===== src/rtl/fft_peak_detect.sv =====
// fft_peak_detect: per-frame peak bin/magnitude search over an FFT output stream.
// Optional FFT_PEAK_AMBM_EN selects alpha-max-beta-min magnitude instead of |re|+|im|.
// busy also covers the cycle that presents a frame's first sample, so back-to-back frames keep it high.
module fft_peak_detect #(
    parameter int N_PT = 1024,
    parameter int AW   = 10,
    parameter int DW   = 16
) (
    input  logic            clk,
    input  logic            rst,
    input  logic            di_en,
    input  logic            di_last,
    input  logic [2*DW-1:0] din,
    input  logic [AW-1:0]   search_lo,
    input  logic [AW-1:0]   search_hi,
    output logic            pk_valid,
    output logic [AW-1:0]   pk_bin,
    output logic [DW:0]     pk_mag,
    output logic            pk_err,
    output logic            busy
);
    typedef enum logic {IDLE, ACC} state_t;
    state_t state;
    logic [AW-1:0] cnt, lo_q, hi_q, cur_bin, lo_c, hi_c;
    logic at_end_bin, frame_end, cur_win;
    logic v0, v1, v2;
    logic [2*DW-1:0] d0;
    logic [AW+3:0] m0, m1, m2;
    logic [DW-1:0] a_re, a_im;
    logic [DW:0] mag_c, mag2, best_mag, base_mag, nxt_mag;
    logic [AW-1:0] best_bin, base_bin, nxt_bin, b2;
    logic w2, f2, l2, e2, take;
`ifdef FFT_PEAK_AMBM_EN
    logic [DW-1:0] mx, mn;
`endif

    function automatic logic [DW-1:0] abs_v(input logic [DW-1:0] x);
        return x[DW-1] ? -x : x;
    endfunction

    // Bin position of the current sample, window test against latched (or first-sample) bounds
    always_comb begin
        cur_bin    = (state == IDLE) ? '0 : cnt;
        lo_c       = (state == IDLE) ? search_lo : lo_q;
        hi_c       = (state == IDLE) ? search_hi : hi_q;
        at_end_bin = cur_bin == AW'(N_PT - 1);
        frame_end  = di_last | at_end_bin;
        cur_win    = (cur_bin >= lo_c) && (cur_bin <= hi_c);
    end

    // Frame FSM: latch the window at frame start, count bins, return to IDLE at frame end
    always_ff @(posedge clk or negedge rst) begin
        if (!rst) begin
            state <= IDLE;
            cnt   <= '0;
            lo_q  <= '0;
            hi_q  <= '0;
        end else if (di_en) begin
            if (state == IDLE) begin
                lo_q <= search_lo;
                hi_q <= search_hi;
            end
            state <= frame_end ? IDLE : ACC;
            cnt   <= cur_bin + 1'b1;
        end
    end

    // Magnitude from the registered absolute values
    always_comb begin
`ifdef FFT_PEAK_AMBM_EN
        mx    = (a_re > a_im) ? a_re : a_im;
        mn    = (a_re > a_im) ? a_im : a_re;
        mag_c = {1'b0, mx} + (DW+1)'(mn >> 1);
`else
        mag_c = {1'b0, a_re} + {1'b0, a_im};
`endif
    end

    // Free-running pipeline carrying {bin, in-window, first, last, err} alongside the data
    always_ff @(posedge clk or negedge rst) begin
        if (!rst) begin
            v0   <= 1'b0;
            v1   <= 1'b0;
            v2   <= 1'b0;
            d0   <= '0;
            m0   <= '0;
            m1   <= '0;
            m2   <= '0;
            a_re <= '0;
            a_im <= '0;
            mag2 <= '0;
        end else begin
            v0 <= di_en;
            v1 <= v0;
            v2 <= v1;
            if (di_en) begin
                d0 <= din;
                m0 <= {cur_bin, cur_win, state == IDLE, frame_end, di_last != at_end_bin};
            end
            if (v0) begin
                a_re <= abs_v(d0[DW-1:0]);
                a_im <= abs_v(d0[2*DW-1:DW]);
                m1   <= m0;
            end
            if (v1) begin
                mag2 <= mag_c;
                m2   <= m1;
            end
        end
    end

    // Candidate selection: strict greater-than keeps the lowest index on ties
    always_comb begin
        {b2, w2, f2, l2, e2} = m2;
        base_mag = f2 ? '0 : best_mag;
        base_bin = f2 ? '0 : best_bin;
        take     = w2 && (mag2 > base_mag);
        nxt_mag  = take ? mag2 : base_mag;
        nxt_bin  = take ? b2 : base_bin;
    end

    // Running peak update and end-of-frame result registers
    always_ff @(posedge clk or negedge rst) begin
        if (!rst) begin
            best_mag <= '0;
            best_bin <= '0;
            pk_valid <= 1'b0;
            pk_bin   <= '0;
            pk_mag   <= '0;
            pk_err   <= 1'b0;
        end else begin
            pk_valid <= v2 && l2;
            if (v2) begin
                best_mag <= nxt_mag;
                best_bin <= nxt_bin;
                if (l2) begin
                    pk_bin <= nxt_bin;
                    pk_mag <= nxt_mag;
                    pk_err <= e2;
                end
            end
        end
    end

    assign busy = (state == ACC) | di_en;
endmodule


===== config.mk =====
export PLATFORM = sky130hd
export DESIGN_NAME = fft_peak_detect
export DESIGN_NICKNAME = d
export VERILOG_FILES = /design/src/rtl/fft_peak_detect.sv
export SDC_FILE = /design/constraint.sdc
export NUM_CORES = 1
export LEC_CHECK = 0
export CORE_MARGIN = 8
export CORE_UTILIZATION = 35
export CTS_BUF_LIST = sky130_fd_sc_hd__clkbuf_4
export CTS_CLUSTER_DIAMETER = 60
export CTS_CLUSTER_SIZE = 16
export DETAILED_ROUTE_END_ITERATION = 10
export DONT_BUFFER_PORTS = 1
export GPL_TIMING_DRIVEN = 0
export SYNTH_ARGS = -nofsm -noshare
export SYNTH_HDL_FRONTEND = slang
export SYNTH_SLANG_ARGS = --single-unit

===== constraint.sdc =====
create_clock -name clk -period 8.4 [get_ports clk]
set_input_delay 0.84 -clock clk [delete_from_list [all_inputs] [get_ports clk]]
set_output_delay 0.84 -clock clk [all_outputs]
set_load 0.01 [all_outputs]

==> results.yml <==
outcome:
  status: "finished, final reports clean"
timing:
  finalHoldViolations: 0
  rsz0062_at_grt: "false"
  clock_skew_ns: 0.0467
  finalCriticalPeriod_ns: 3.13
  maxSlewViolCount: 0
  worstMarginPinSlew_ns: 1.05
  setup_viol: 0
  relSlewSlack: 0.299
  hold-worst-slack_ns: 0.149
  final.setup.worst_slack_ns: 5.27
  fmax_mhz: 320
  fin_tns_setup_ns: 0
  period_share: 0.372
clocking:
  cts.reportedPaths.clkPinSlew_ns: 0.16
  cts_sinks: 213
  cts.path.max_buffers: 3
  clkLatencyLatePin_ns: 0.69
  cts_resized: 0
  cts_htree_levels: 1
  post-cts-setup-buffer-count: 0
  cts_buffers: 22
  cts_tree: "yes"
  cts-root-buf: "clkbuf_4"
drt:
  postRouteAntennaNets: 0
  dr.pass1.iters: 6
  drt_iter0_markers: 510
  drc: 0
  routedWlPerCell_um: 17.4
  viasPerCell: 5.13
  drt_wl_total_um: 24500
  vias: 7243
worst_setup_path:
  cpMostUsedCell: "a22o_1"
  cpPeakStageDelay_ns: 0.59
  critPathKind: "reg -> reg"
  critPathLaunchType: "flip-flop"
  cp.arrival_ns: 3.68
  crit_path_end_kind: "flip-flop"
  worstPathMaxFanout: 10
  rrSetupSlack_ns: 5.27
  crit_slowest_cell: "a2111oi_1"
  critPathBufInv: 3
  r2r_start: "m2[2]$_DFFE_PN0P_"
  crit_chain: "clkbuf_1, nand2b_1, ha_1, nand4_1, nor2_1, a2111oi_1, a22o_1, buf_2, o21ai_4, buf_4, a22o_1"
  cp_top_family: "compound AO/OA/AOI/OAI gates"
  worst-r2r-cell-count: 11
  r2r_end: "best_bin[5]$_DFFE_PN0P_"
  required_ns: 8.95
hold_path:
  holdPathEnd: "v0$_DFF_PN0_"
  min_path_cells: 0
  hp-start: "di_en"
  hp-class: "in -> reg"
pwr:
  switching_share: 0.368
  pwr-share-comb: 0.286
  irDropWorstVdd_v: 0.000131
  cell_internal_pwr_mw: 1.79
  switchingPower_mw: 1.04
  p_clk_frac: 0.205
  p_seq_frac: 0.509
  finalPower_mw: 2.83
  leakage_nw: 5.04
  p_per_area_nw_per_um2: 245
yosys:
  synth.distinct_cells: 63
  syn_area_um2: 10700
  synthArstFlopShare: 1.00
  synth_top_area_cell: "dfrtp_1"
  syn_nets: 1090
  netlist_top_cells_count: "dfrtp_1 (213), mux2_2 (96), a21oi_1 (89)"
  synth_flop_cell: "dfrtp_1"
  yosysWarnings: 0
  syn_area_per_cell_um2: 11.0
  ys_seq_elements: 213
  synth.top_cell.area_share: 0.497
  netlist_top_cells_area: "dfrtp_1 (50%), mux2_2 (10%), ha_1 (6.6%)"
  synth_edf_count: 0
  synth_most_common_cell: "dfrtp_1"
  ys_seq_area_frac: 0.497
  syn_inst: 976
place:
  gp_congestion: 0.842
  place_area_um2: 11200
  dp_cells: 1372
  portBuffers: 0
  pre_cts_slack_ns: 5.32
  dp_hpwl_um: 18300
global_route:
  grt_pass1_wl_um: 40600
  grtUsageTotal: 0.136
  grt_max_degree: 214
  globalRouteOverflowTotal: 0
  grt_pass1_vias: 7338
  antenna_found_initial: 3
floorplan:
  io_pins: 86
  rows: 64
  initial_core_util: 0.353
  core_area_um2: 30300
  chipHeight_um: 191
  dieArea_um2: 36500
  die_width_um: 191
flow_run:
  cap_violations: 0
finish:
  area_delta_synth_final_pct: 7.93
  drive_above_1_share: 0.154
  num-nets-final: 1115
  finish.instance_area_um2: 11600
  final_core_util: 0.381
  finalNonFillerCells: 1412
logic make-up (layout without fill, tap and decap cells):
logic type | after synthesis | in the layout | share of synthesized area
other | 0 | 1 | 0
xor gates and xnor gates | 35 | 35 | 0.0286
adders and majority gates | 58 | 58 | 0.0684
AOI/OAI and AO/OA | 224 | 224 | 0.135
and+or+nand+nor | 247 | 247 | 0.119
buffers and inverters | 80 | 119 | 0.0297
muxes | 119 | 119 | 0.123
DFF | 213 | 213 | 0.497
how the worst max path moves through the flow:
stage	start	end	slack, ns	cells after the start
final	m2[2]$_DFFE_PN0P_	best_bin[5]$_DFFE_PN0P_	5.27	11
after global routing	state$_DFFE_PN0P_	m0[3]$_DFFE_PN0P_	5.04	10
after CTS	state$_DFFE_PN0P_	m0[3]$_DFFE_PN0P_	5.26	10
after detailed placement	state$_DFFE_PN0P_	m0[3]$_DFFE_PN0P_	5.32	10
after global placement	state$_DFFE_PN0P_	m0[3]$_DFFE_PN0P_	5.33	10
after floorplan	m2[2]$_DFFE_PN0P_	best_bin[5]$_DFFE_PN0P_	5.75	11
state kept, by name (all words and copies together) (netlist names), 10 cells and up:
| register | count |
|---|---|
| a_re | 16 |
| lo_q | 10 |
| m2 | 14 |
| mag2 | 17 |
| m1 | 14 |
| best_mag | 17 |
| cnt | 10 |
| pk_mag | 17 |
| hi_q | 10 |
| m0 | 14 |
| best_bin | 10 |
| pk_bin | 10 |
| d0 | 32 |
| a_im | 16 |
placed cells by master, fill, tap and decap left out, types with 6 or more instances in the layout:
cell	count
mux2i_1	22
clkbuf_4	23
xnor2_1	9
ha_1	57
nand2b_1	35
a21o_1	10
a22o_1	28
nor3_1	10
xor2_1	26
o21a_1	9
dfrtp_1	213
buf_2	6
nand3b_1	13
nor2b_1	6
o22ai_1	6
clkbuf_1	34
mux2_2	96
a21oi_1	89
o31ai_1	12
a31oi_1	14
o21ai_0	31
inv_1	28
nand2_1	57
nand3_1	12
buf_1	8
and2_1	6
nand4_1	9
nor2_1	66
area by class of cell:
cell class | instances | area (µm²)
Multi-Input combinational cell | 683 | 5080
Timing Repair Buffer | 1 | 27.5
Clock inverter | 15 | 153
Sequential cell | 213 | 5330
Antenna cell | 1 | 2.50
Fill cell | 2974 | 18800
Tap cell | 396 | 495
Buffer | 51 | 210
Clock buffer | 23 | 173
Inverter | 29 | 109
per-layer routing:
layer	vias to the layer above	global-route usage	part of all wire
met2	108	0.210	0.45
li1	3577	-	-
met5	-	0	0.0011
met1	3523	0.188	0.48
met3	31	0.0345	0.059
met4	4	0.0308	0.015
power by group through the flow:
stage	Combinational (mW)	Sequential (mW)	Clock (mW)
global placement	0.777	1.46	0
CTS	0.818	1.45	0.605
detailed placement	0.790	1.47	0
finish	0.810	1.44	0.580
global route	0.930	1.48	0.645
floorplan	0.644	1.38	0
repair_timing:
item,CTS,global route
hold endpoints to repair,213,0
endpoints found under the setup margin,0,0
hold buffers,1,0
Power figures use the tool's default switching activity.
